### src/rtl/player_input_ctrl.sv
// player_input_ctrl: turns raw board buttons into clean one-cycle command
// strobes (start/left/right/shoot). Each button is synchronised and
// debounced, and press edges are extracted. A held direction auto-repeats,
// and the fire button has a cooldown. All outputs are registered.
module player_input_ctrl #(
    parameter int DEBOUNCE_CYCLES = 16,
    parameter int REPEAT_CYCLES   = 8,
    parameter int SHOOT_COOLDOWN  = 32
) (
    input  logic clk,
    input  logic reset,
    input  logic btn_start,
    input  logic btn_left,
    input  logic btn_right,
    input  logic btn_shoot,
    input  logic play,
    output logic start,
    output logic left,
    output logic right,
    output logic shoot,
    output logic shoot_ready
);

    localparam int DB_W = $clog2(DEBOUNCE_CYCLES + 1);
    localparam int RP_W = $clog2(REPEAT_CYCLES + 1);
    localparam int CD_W = $clog2(SHOOT_COOLDOWN + 1);

    // The counter value at which the next mismatching cycle completes the
    // stable window, so the level flips at that edge.
    localparam logic [DB_W-1:0] DB_LAST   = DB_W'(DEBOUNCE_CYCLES - 1);
    localparam logic [RP_W-1:0] RP_RELOAD = RP_W'(REPEAT_CYCLES - 1);
    localparam logic [CD_W-1:0] CD_LOAD   = CD_W'(SHOOT_COOLDOWN);

    typedef enum logic [1:0] {
        IDLE     = 2'd0,
        HOLD_L   = 2'd1,
        HOLD_R   = 2'd2,
        CONFLICT = 2'd3
    } dir_state_t;

    // Bit order: 0 = start, 1 = left, 2 = right, 3 = shoot.
    logic [3:0] btn_raw;
    logic [3:0] db_lvl;
    logic [3:0] press;

    assign btn_raw = {btn_shoot, btn_right, btn_left, btn_start};

    generate
        for (genvar gi = 0; gi < 4; gi++) begin : g_btn
            logic            s1_reg;
            logic            s2_reg;
            logic            db_reg;
            logic            db_prev_reg;
            logic [DB_W-1:0] cnt_reg;

            // Two-flop synchroniser followed by a stable-window debouncer.
            always_ff @(posedge clk or negedge reset) begin
                if (!reset) begin
                    s1_reg      <= 1'b0;
                    s2_reg      <= 1'b0;
                    db_reg      <= 1'b0;
                    db_prev_reg <= 1'b0;
                    cnt_reg     <= '0;
                end else begin
                    s1_reg      <= btn_raw[gi];
                    s2_reg      <= s1_reg;
                    db_prev_reg <= db_reg;
                    if (s2_reg == db_reg) begin
                        cnt_reg <= '0;
                    end else if (cnt_reg == DB_LAST) begin
                        db_reg  <= s2_reg;
                        cnt_reg <= '0;
                    end else begin
                        cnt_reg <= cnt_reg + 1'b1;
                    end
                end
            end

            assign db_lvl[gi] = db_reg;
            assign press[gi]  = db_reg & ~db_prev_reg;
        end
    endgenerate

    // Start/shoot only need press edges; left/right only need levels.
    logic unused_ok;
    assign unused_ok = &{1'b0, db_lvl[0], db_lvl[3], press[1], press[2]};

    logic            start_reg;
    logic            left_reg;
    logic            right_reg;
    logic            shoot_reg;
    logic            ready_reg;
    dir_state_t      dir_state_reg;
    logic [RP_W-1:0] rpt_reg;
    logic [CD_W-1:0] cd_reg;

    // Start is only meaningful from the title screen; presses in game are dropped.
    always_ff @(posedge clk or negedge reset) begin
        if (!reset) begin
            start_reg <= 1'b0;
        end else begin
            start_reg <= press[0] & ~play;
        end
    end

    // Direction FSM: first strobe on entry, then one every REPEAT_CYCLES.
    always_ff @(posedge clk or negedge reset) begin
        if (!reset) begin
            dir_state_reg <= IDLE;
            rpt_reg       <= '0;
            left_reg      <= 1'b0;
            right_reg     <= 1'b0;
        end else begin
            left_reg  <= 1'b0;
            right_reg <= 1'b0;
            if (!play) begin
                dir_state_reg <= IDLE;
                rpt_reg       <= '0;
            end else begin
                case (dir_state_reg)
                    IDLE: begin
                        if (db_lvl[1] && !db_lvl[2]) begin
                            left_reg      <= 1'b1;
                            rpt_reg       <= RP_RELOAD;
                            dir_state_reg <= HOLD_L;
                        end else if (db_lvl[2] && !db_lvl[1]) begin
                            right_reg     <= 1'b1;
                            rpt_reg       <= RP_RELOAD;
                            dir_state_reg <= HOLD_R;
                        end else if (db_lvl[1] && db_lvl[2]) begin
                            dir_state_reg <= CONFLICT;
                        end
                    end
                    HOLD_L: begin
                        if (!db_lvl[1]) begin
                            dir_state_reg <= IDLE;
                        end else if (db_lvl[2]) begin
                            dir_state_reg <= CONFLICT;
                        end else if (rpt_reg == '0) begin
                            left_reg <= 1'b1;
                            rpt_reg  <= RP_RELOAD;
                        end else begin
                            rpt_reg <= rpt_reg - 1'b1;
                        end
                    end
                    HOLD_R: begin
                        if (!db_lvl[2]) begin
                            dir_state_reg <= IDLE;
                        end else if (db_lvl[1]) begin
                            dir_state_reg <= CONFLICT;
                        end else if (rpt_reg == '0) begin
                            right_reg <= 1'b1;
                            rpt_reg   <= RP_RELOAD;
                        end else begin
                            rpt_reg <= rpt_reg - 1'b1;
                        end
                    end
                    CONFLICT: begin
                        // Wait until the player resolves the conflict; the
                        // IDLE rules then issue any strobe on the next cycle.
                        if (!(db_lvl[1] && db_lvl[2])) begin
                            dir_state_reg <= IDLE;
                        end
                    end
                    default: dir_state_reg <= IDLE;
                endcase
            end
        end
    end

    // Fire with cooldown; ready is registered from the next cooldown value.
    always_ff @(posedge clk or negedge reset) begin
        if (!reset) begin
            cd_reg    <= '0;
            shoot_reg <= 1'b0;
            ready_reg <= 1'b1;
        end else begin
            shoot_reg <= 1'b0;
            if (!play) begin
                cd_reg    <= '0;
                ready_reg <= 1'b1;
            end else if (press[3] && (cd_reg == '0)) begin
                shoot_reg <= 1'b1;
                cd_reg    <= CD_LOAD;
                ready_reg <= 1'b0;
            end else if (cd_reg != '0) begin
                cd_reg    <= cd_reg - 1'b1;
                ready_reg <= (cd_reg == CD_W'(1));
            end else begin
                ready_reg <= 1'b1;
            end
        end
    end

    assign start       = start_reg;
    assign left        = left_reg;
    assign right       = right_reg;
    assign shoot       = shoot_reg;
    assign shoot_ready = ready_reg;

endmodule

### config.mk
export PLATFORM = sky130hd
export DESIGN_NAME = player_input_ctrl
export DESIGN_NICKNAME = d
export VERILOG_FILES = /design/src/rtl/player_input_ctrl.sv
export SDC_FILE = /design/constraint.sdc
export NUM_CORES = 1
export LEC_CHECK = 0
export BUFFER_PORTS_ARGS = -buffer_cell sky130_fd_sc_hd__buf_2
export CELL_PAD_IN_SITES_DETAIL_PLACEMENT = 0
export CELL_PAD_IN_SITES_GLOBAL_PLACEMENT = 2
export CORE_UTILIZATION = 25
export DETAILED_ROUTE_END_ITERATION = 8
export GPL_TIMING_DRIVEN = 0
export PLACE_DENSITY_LB_ADDON = 0.1
export SETUP_SLACK_MARGIN = 0.05
export SKIP_CTS_REPAIR_TIMING = 1
export SLEW_MARGIN = 10
export SYNTH_ARGS = -nofsm -noshare
export SYNTH_HDL_FRONTEND = slang
export SYNTH_SLANG_ARGS = --single-unit
### constraint.sdc
create_clock -name clk -period 2.8 [get_ports clk]
set_clock_uncertainty 0.05 [all_clocks]
set_input_delay 0.56 -clock clk [delete_from_list [all_inputs] [get_ports clk]]
set_output_delay 0.56 -clock clk [all_outputs]
set_load 0.01 [all_outputs]
==> impl_metrics.json, run 1 <==
{
  "outcome": "finished clean",
  "switching_share_pct": 33.5,
  "drc_errors": 0,
  "htreeDepth": 2,
  "whs_ns": 0.227,
  "synth.largest_area_cell": "dfrtp_1",
  "syn_area_per_cell_sq_um": 11.3,
  "clock_latency_ns": 0.30,
  "clk_path_buf_depth": 2,
  "r2r_end": "rpt_reg[1]",
  "hpwl_um": 2910,
  "grt.total_usage_pct": 9.78,
  "max_slew_margin_pct": 51.7,
  "fin_crit_sh_pct": 77.6,
  "grt_antenna_before_repair": 0,
  "grt_pass1_wl_um": 7380,
  "syn_inst": 202,
  "dp_slack_ns": 0.658,
  "ant_nets": 0,
  "overflow": 0,
  "crit_arrival_ns": 2.30,
  "drive_gt1_share_pct": 14.9,
  "cts_tree": "built",
  "drt-pass1-iter-count": 4,
  "pwr-share-seq_pct": 42.8,
  "hold_viol": 0,
  "yosysWarnings": 0,
  "grt_max_degree": 52,
  "core_sq_um": 8760,
  "power_mw": 2.19,
  "tns_ns": 0,
  "critical_path_class": "flip-flop to flip-flop",
  "yosysTopAreaCellShare_pct": 55.0,
  "critPathMaxStageDelay_ns": 0.66,
  "die_area_sq_um": 9480,
  "start_util_pct": 26.0,
  "vdd_ir_drop_max_v": 0.000198,
  "drt-vias-per-instance": 4.61,
  "internal_power_mw": 1.46,
  "combPwrFrac_pct": 32.5,
  "synth-seq-cells": 51,
  "hold_class": "primary input to asynchronous set/reset pin",
  "area_growth_pct": 13.8,
  "post-route-min-period_ns": 2.17,
  "postRouteWirelength_um": 4220,
  "r2r_start": "dir_state_reg[0]",
  "place.port_buffers": 11,
  "cap_viol_max_count": 0,
  "netlist_area_sq_um": 2270,
  "gp_congestion": 0.755,
  "routed-via-count": 1517,
  "grt_pass1_vias": 1540,
  "cts_buffers": 5,
  "synth_area_leaders": "dfrtp_1 55%, ha_1 6.6%, xor2_1 5.0%",
  "ios": 12,
  "drv_slew": 0,
  "nets": 239,
  "cp-start-kind": "flip-flop",
  "layout_common_cells": "50 x dfrtp_1, 21 x nor2_1, 13 x xor2_1",
  "post-route-util_pct": 29.5,
  "tightest_slew_ns": 0.717,
  "cpLargestDelayFamily": "simple AND/OR/NAND/NOR gates",
  "worst-path-max-fanout": 6,
  "setup_ws_ns": 0.628,
  "cts.sinks": 51,
  "r2r_cells": 6,
  "p_per_area_nw_per_um2": 845,
  "routedWlPerCell_um": 12.8,
  "regToRegSetupSlack_ns": 0.63,
  "setup_viol": 0,
  "final_common_cell": "dfrtp_1",
  "slowest_stage": "nor4_1",
  "num_antenna_cells": 0,
  "leakage_nw": 1.27,
  "synthesis.nets": 221,
  "die-width_um": 97.4,
  "crit_path_end_kind": "flip-flop",
  "die_h_um": 97.4,
  "cpMostUsedCell": "inv_1",
  "clk_pin_slew_ns": 0.09,
  "grt_setup_unrepaired": "no",
  "synth.distinct_cells": 36,
  "max_freq_mhz": 460,
  "placementRows": 34,
  "critPathBufInv": 2,
  "root_buffer": "clkbuf_8",
  "p_switching_mw": 0.732,
  "drt_iter0_drc": 42,
  "path_cells": "inv_1 > ha_1 > inv_1 > nor4_1 > or2_2 > a311oi_1",
  "seq_area_frac_synth_pct": 56.2,
  "largest_reg_flops": 20,
  "required_ns": 2.93,
  "clockPowerShare_pct": 24.7
}
==> through the flow <==
stage          instances  area (sq um)
2_1_floorplan        202          2270
3_3_place_gp         321          2460
3_5_place_dp         321          2460
4_1_cts              329          2590
5_1_grt              329          2590
6_report             329          2590
==> worst reg2reg max path, stage by stage (launching register included) <==
cell and delay, ns:
dfrtp_1 0.38, inv_1 0.09, ha_1 0.40, inv_1 0.11, nor4_1 0.66, or2_2 0.27
a311oi_1 0.09
==> power by group through the flow <==
stage | Combinational, mW | Sequential [mW] | Clock [mW]
2_1_floorplan | 0.552 | 0.927 | 0
3_3_place_gp | 0.695 | 0.943 | 0
3_5_place_dp | 0.714 | 0.949 | 0
4_1_cts | 0.720 | 0.934 | 0.570
5_1_grt | 0.802 | 0.948 | 0.608
6_report | 0.711 | 0.935 | 0.541
==> kinds of logic after synthesis <==
family          after synthesis  synth area share [%]
fa+ha+maj                    12                  6.60
compound gates               26                  7.26
simple gates                 78                  17.8
xor+xnor                     13                  5.01
buf+inv                      15                  2.92
flops                        51                  56.2
mux                           7                  4.29
==> Yosys cell counts, drive strengths merged <==
master  count
dfrtp      50
nor2       21
xor2       13
ha         12
nand3      11
inv         9
nand2       9
o21ai       8
and2        6
and3        6
mux2        6
nor3        6
a21oi       5
o31ai       5
nor3b       4
a211oi      3
buf         3
nand2b      3
nand3b      3
nor4        3
a311oi      2
clkbuf      2
or2         2
or3         2
a31oi       1
clkinv      1
dfstp       1
mux4        1
nand4       1
o211ai      1
o22a        1
or2b        1
==> worst max-delay path by stage <==
stage               cells after the start         end        startpoint
finish                                  6  rpt_reg[1]  dir_state_reg[0]
global route                            6  rpt_reg[1]  dir_state_reg[0]
CTS                                     6  rpt_reg[1]  dir_state_reg[0]
detailed placement                      6  rpt_reg[1]  dir_state_reg[0]
global placement                        6  rpt_reg[1]  dir_state_reg[0]
floorplan                               6  rpt_reg[3]  dir_state_reg[0]
==> metal layers <==
layer / GRT usage (%) / vias up / part of all wire [%]
li1: - / 730 / -
met2: 16.1 / 21 / 47
met5: 0 / - / 0
met4: 3.73 / 0 / 1.6
met3: 2.88 / 6 / 2.8
met1: 12.1 / 760 / 48
==> layout make-up <==
cell class                      instances  area [sq um]
Fill cell                             892          6170
Sequential cell                        51          1280
Multi-Input combinational cell        136           931
Tap cell                              108           135
Clock buffer                            6          82.6
Timing Repair Buffer                   11          57.6
Clock inverter                          2          38.8
Inverter                               10          37.5
Buffer                                  5          28.8
Power figures use the tool's default switching activity.
==> inputs of run 2 (changes only) <==
--- a/config.mk
+++ b/config.mk
@@ -5,6 +5,7 @@
 export SDC_FILE = /design/constraint.sdc
 export NUM_CORES = 1
 export LEC_CHECK = 0
+export ABC_AREA = 1
 export BUFFER_PORTS_ARGS = -buffer_cell sky130_fd_sc_hd__buf_2
 export CELL_PAD_IN_SITES_DETAIL_PLACEMENT = 0
 export CELL_PAD_IN_SITES_GLOBAL_PLACEMENT = 2
==> constraint.sdc (replaced) <==
create_clock -name clk -period 2.1 [get_ports clk]
set_clock_uncertainty 0.05 [all_clocks]
set_input_delay 0.42 -clock clk [delete_from_list [all_inputs] [get_ports clk]]
set_output_delay 0.42 -clock clk [all_outputs]
set_load 0.01 [all_outputs]
==> impl_metrics.json, run 2 <==
{
  "clk_path_buf_depth": 2,
  "worst-path-max-fanout": 4,
  "synth.distinct_cells": 27,
  "drive_gt1_share_pct": 15.7,
  "start_util_pct": 25.7,
  "area_growth_pct": 13.8,
  "grt_setup_unrepaired": "no",
  "r2r_cells": 9,
  "crit_path_end_kind": "flip-flop",
  "nets": 285,
  "postRouteWirelength_um": 4420,
  "hold_viol": 0,
  "drt-pass1-iter-count": 4,
  "ant_nets": 0,
  "synthesis.nets": 266,
  "cts.sinks": 51,
  "drv_slew": 0,
  "critical_path_class": "flip-flop to flip-flop",
  "place.port_buffers": 11,
  "synth_area_leaders": "dfrtp_1 53%, nand2_1 7.2%, ha_1 6.4%",
  "whs_ns": 0.108,
  "synthMuxAreaShare_pct": 0,
  "clk_pin_slew_ns": 0.10,
  "synth_compound_area_share_pct": 5.70,
  "max_freq_mhz": 630,
  "cap_viol_max_count": 0,
  "netlist_area_sq_um": 2350,
  "placementRows": 35,
  "grt_pass1_wl_um": 8050,
  "final_common_cell": "dfrtp_1",
  "cts_tree": "built",
  "die_area_sq_um": 9790,
  "grt.total_usage_pct": 10.6,
  "drt_iter0_drc": 29,
  "grt_pass1_vias": 1640,
  "layout_common_cells": "50 x dfrtp_1, 45 x nand2_1, 27 x nor2_1",
  "gp_congestion": 0.673,
  "syn_inst": 247,
  "synth_xor_area_share_pct": 4.47,
  "hold_class": "primary input to asynchronous set/reset pin",
  "routedWlPerCell_um": 11.7,
  "die_h_um": 99.0,
  "yosysMostFrequentCell": "dfrtp_1",
  "cp-start-kind": "flip-flop",
  "ios": 12,
  "outcome": "finished clean",
  "ys_async_sr_fraction_pct": 100,
  "clock_latency_ns": 0.30,
  "drc_errors": 0,
  "synth-simple-area-share_pct": 22.9,
  "fin_crit_sh_pct": 75.6,
  "syn_area_per_cell_sq_um": 9.51,
  "required_ns": 2.25,
  "num_antenna_cells": 0,
  "leakage_nw": 1.34,
  "tightest_slew_ns": 0.713,
  "synth_ff_type": "dfrtp_1",
  "synth_commonest_cells": "50 x dfrtp_1, 45 x nand2_1, 27 x nor2_1, 26 x inv_1, 24 x nand3_1",
  "synthAdderAreaFrac_pct": 6.39,
  "tns_ns": 0,
  "core_sq_um": 9150,
  "synth.largest_area_cell": "dfrtp_1",
  "synth_top_family_by_area": "simple AND/OR/NAND/NOR gates",
  "die-width_um": 99.0,
  "p_per_area_nw_per_um2": 1040,
  "setup_viol": 0,
  "seq_area_frac_synth_pct": 54.4,
  "root_buffer": "clkbuf_8",
  "cts_buffers": 5,
  "max_slew_margin_pct": 52.5,
  "hpwl_um": 3280,
  "overflow": 0,
  "yosysTopAreaCellShare_pct": 53.2,
  "synth-seq-cells": 51,
  "yosysWarnings": 0,
  "post-route-min-period_ns": 1.59,
  "grt_antenna_before_repair": 0,
  "largest_reg_flops": 20,
  "drt-vias-per-instance": 4.15,
  "htreeDepth": 2,
  "routed-via-count": 1569,
  "synth_edf_count": 0,
  "vdd_ir_drop_max_v": 0.000298,
  "grt_max_degree": 30,
  "crit_arrival_ns": 1.74
}
run 2: changes by cell type after synthesis, sizes merged, moves of 4 or more:
cell   delta
o31ai     -5
inv      +21
nor2      +8
and2      -6
xor2      -7
nand2    +42
nor3b     -4
xnor2     +6
mux2      -6
a21oi     +9
nand3    +15
run 2: final timing paths:
path                                   end  slack [ns]        startpoint
max                             rpt_reg[0]        0.51  dir_state_reg[0]
min                              cd_reg[2]        0.11             reset
max reg2reg                     rpt_reg[0]        0.51  dir_state_reg[0]
min reg2reg                g_btn[0].s2_reg        0.31   g_btn[0].s1_reg
max in group asynchronous      shoot_ready        1.25             reset
min in group clk           g_btn[0].s1_reg        0.16         btn_start
run 2: per-layer routing:
layer  GRT usage, %  vias up  wire length (um)
li1               -      827                 -
met1           13.9      726              2280
met2           17.0       11              1990
met3           2.55        5                97
met4           3.79        0                51
met5              0        -                 0
run 2: area by class of cell:
| cell class | count | area, sq um |
|---|---|---|
| fillers | 981 | 6480 |
| flip-flops and latches | 51 | 1280 |
| multi-input cells | 163 | 927 |
| well taps | 111 | 139 |
| inverters | 30 | 115 |
| repair buffers | 12 | 75.1 |
| clock buffers | 6 | 72.6 |
| clock inverters | 2 | 38.8 |
| plain buffers | 3 | 30.0 |
run 2: power breakdown:
part	internal (mW)	switching, mW
sequential	1.11	0.107
combinational	0.322	0.522
clock	0.361	0.356
total	1.79	0.985
run 2: critical path: stages, from the launching register on:
cell     delay [ns]
dfrtp_1        0.42
inv_1          0.08
ha_1           0.37
inv_1          0.09
nand2_1        0.07
nand2_2        0.07
nand2_1        0.08
nand3_2        0.12
nand2_1        0.09
nand2_1        0.05
run 2: kinds of logic (layout without fill, tap and decap cells):
| logic type | after synthesis | after routing |
|---|---|---|
| xor gates and xnor gates | 12 | 12 |
| buffers and inverters | 33 | 53 |
| DFF | 51 | 51 |
| adders and majority gates | 12 | 12 |
| and+or+nand+nor | 116 | 116 |
| AOI/OAI and AO/OA | 23 | 23 |
run 2: per-stage QoR:
stage / worst slack [ns] / std cells / cell area [sq um] / utilization [%] / total power, mW
after floorplan: 0.746 / 247 / 2350 / - / 1.87
after CTS: 0.489 / 378 / 2680 / 29.2 / 2.84
after detailed placement: 0.519 / 370 / 2560 / 28.0 / 2.09
after global routing: 0.327 / 378 / 2680 / 29.2 / 3.02
after global placement: 0.491 / 369 / 2540 / 27.8 / 2.11
final: 0.513 / 378 / 2680 / 29.2 / 2.77
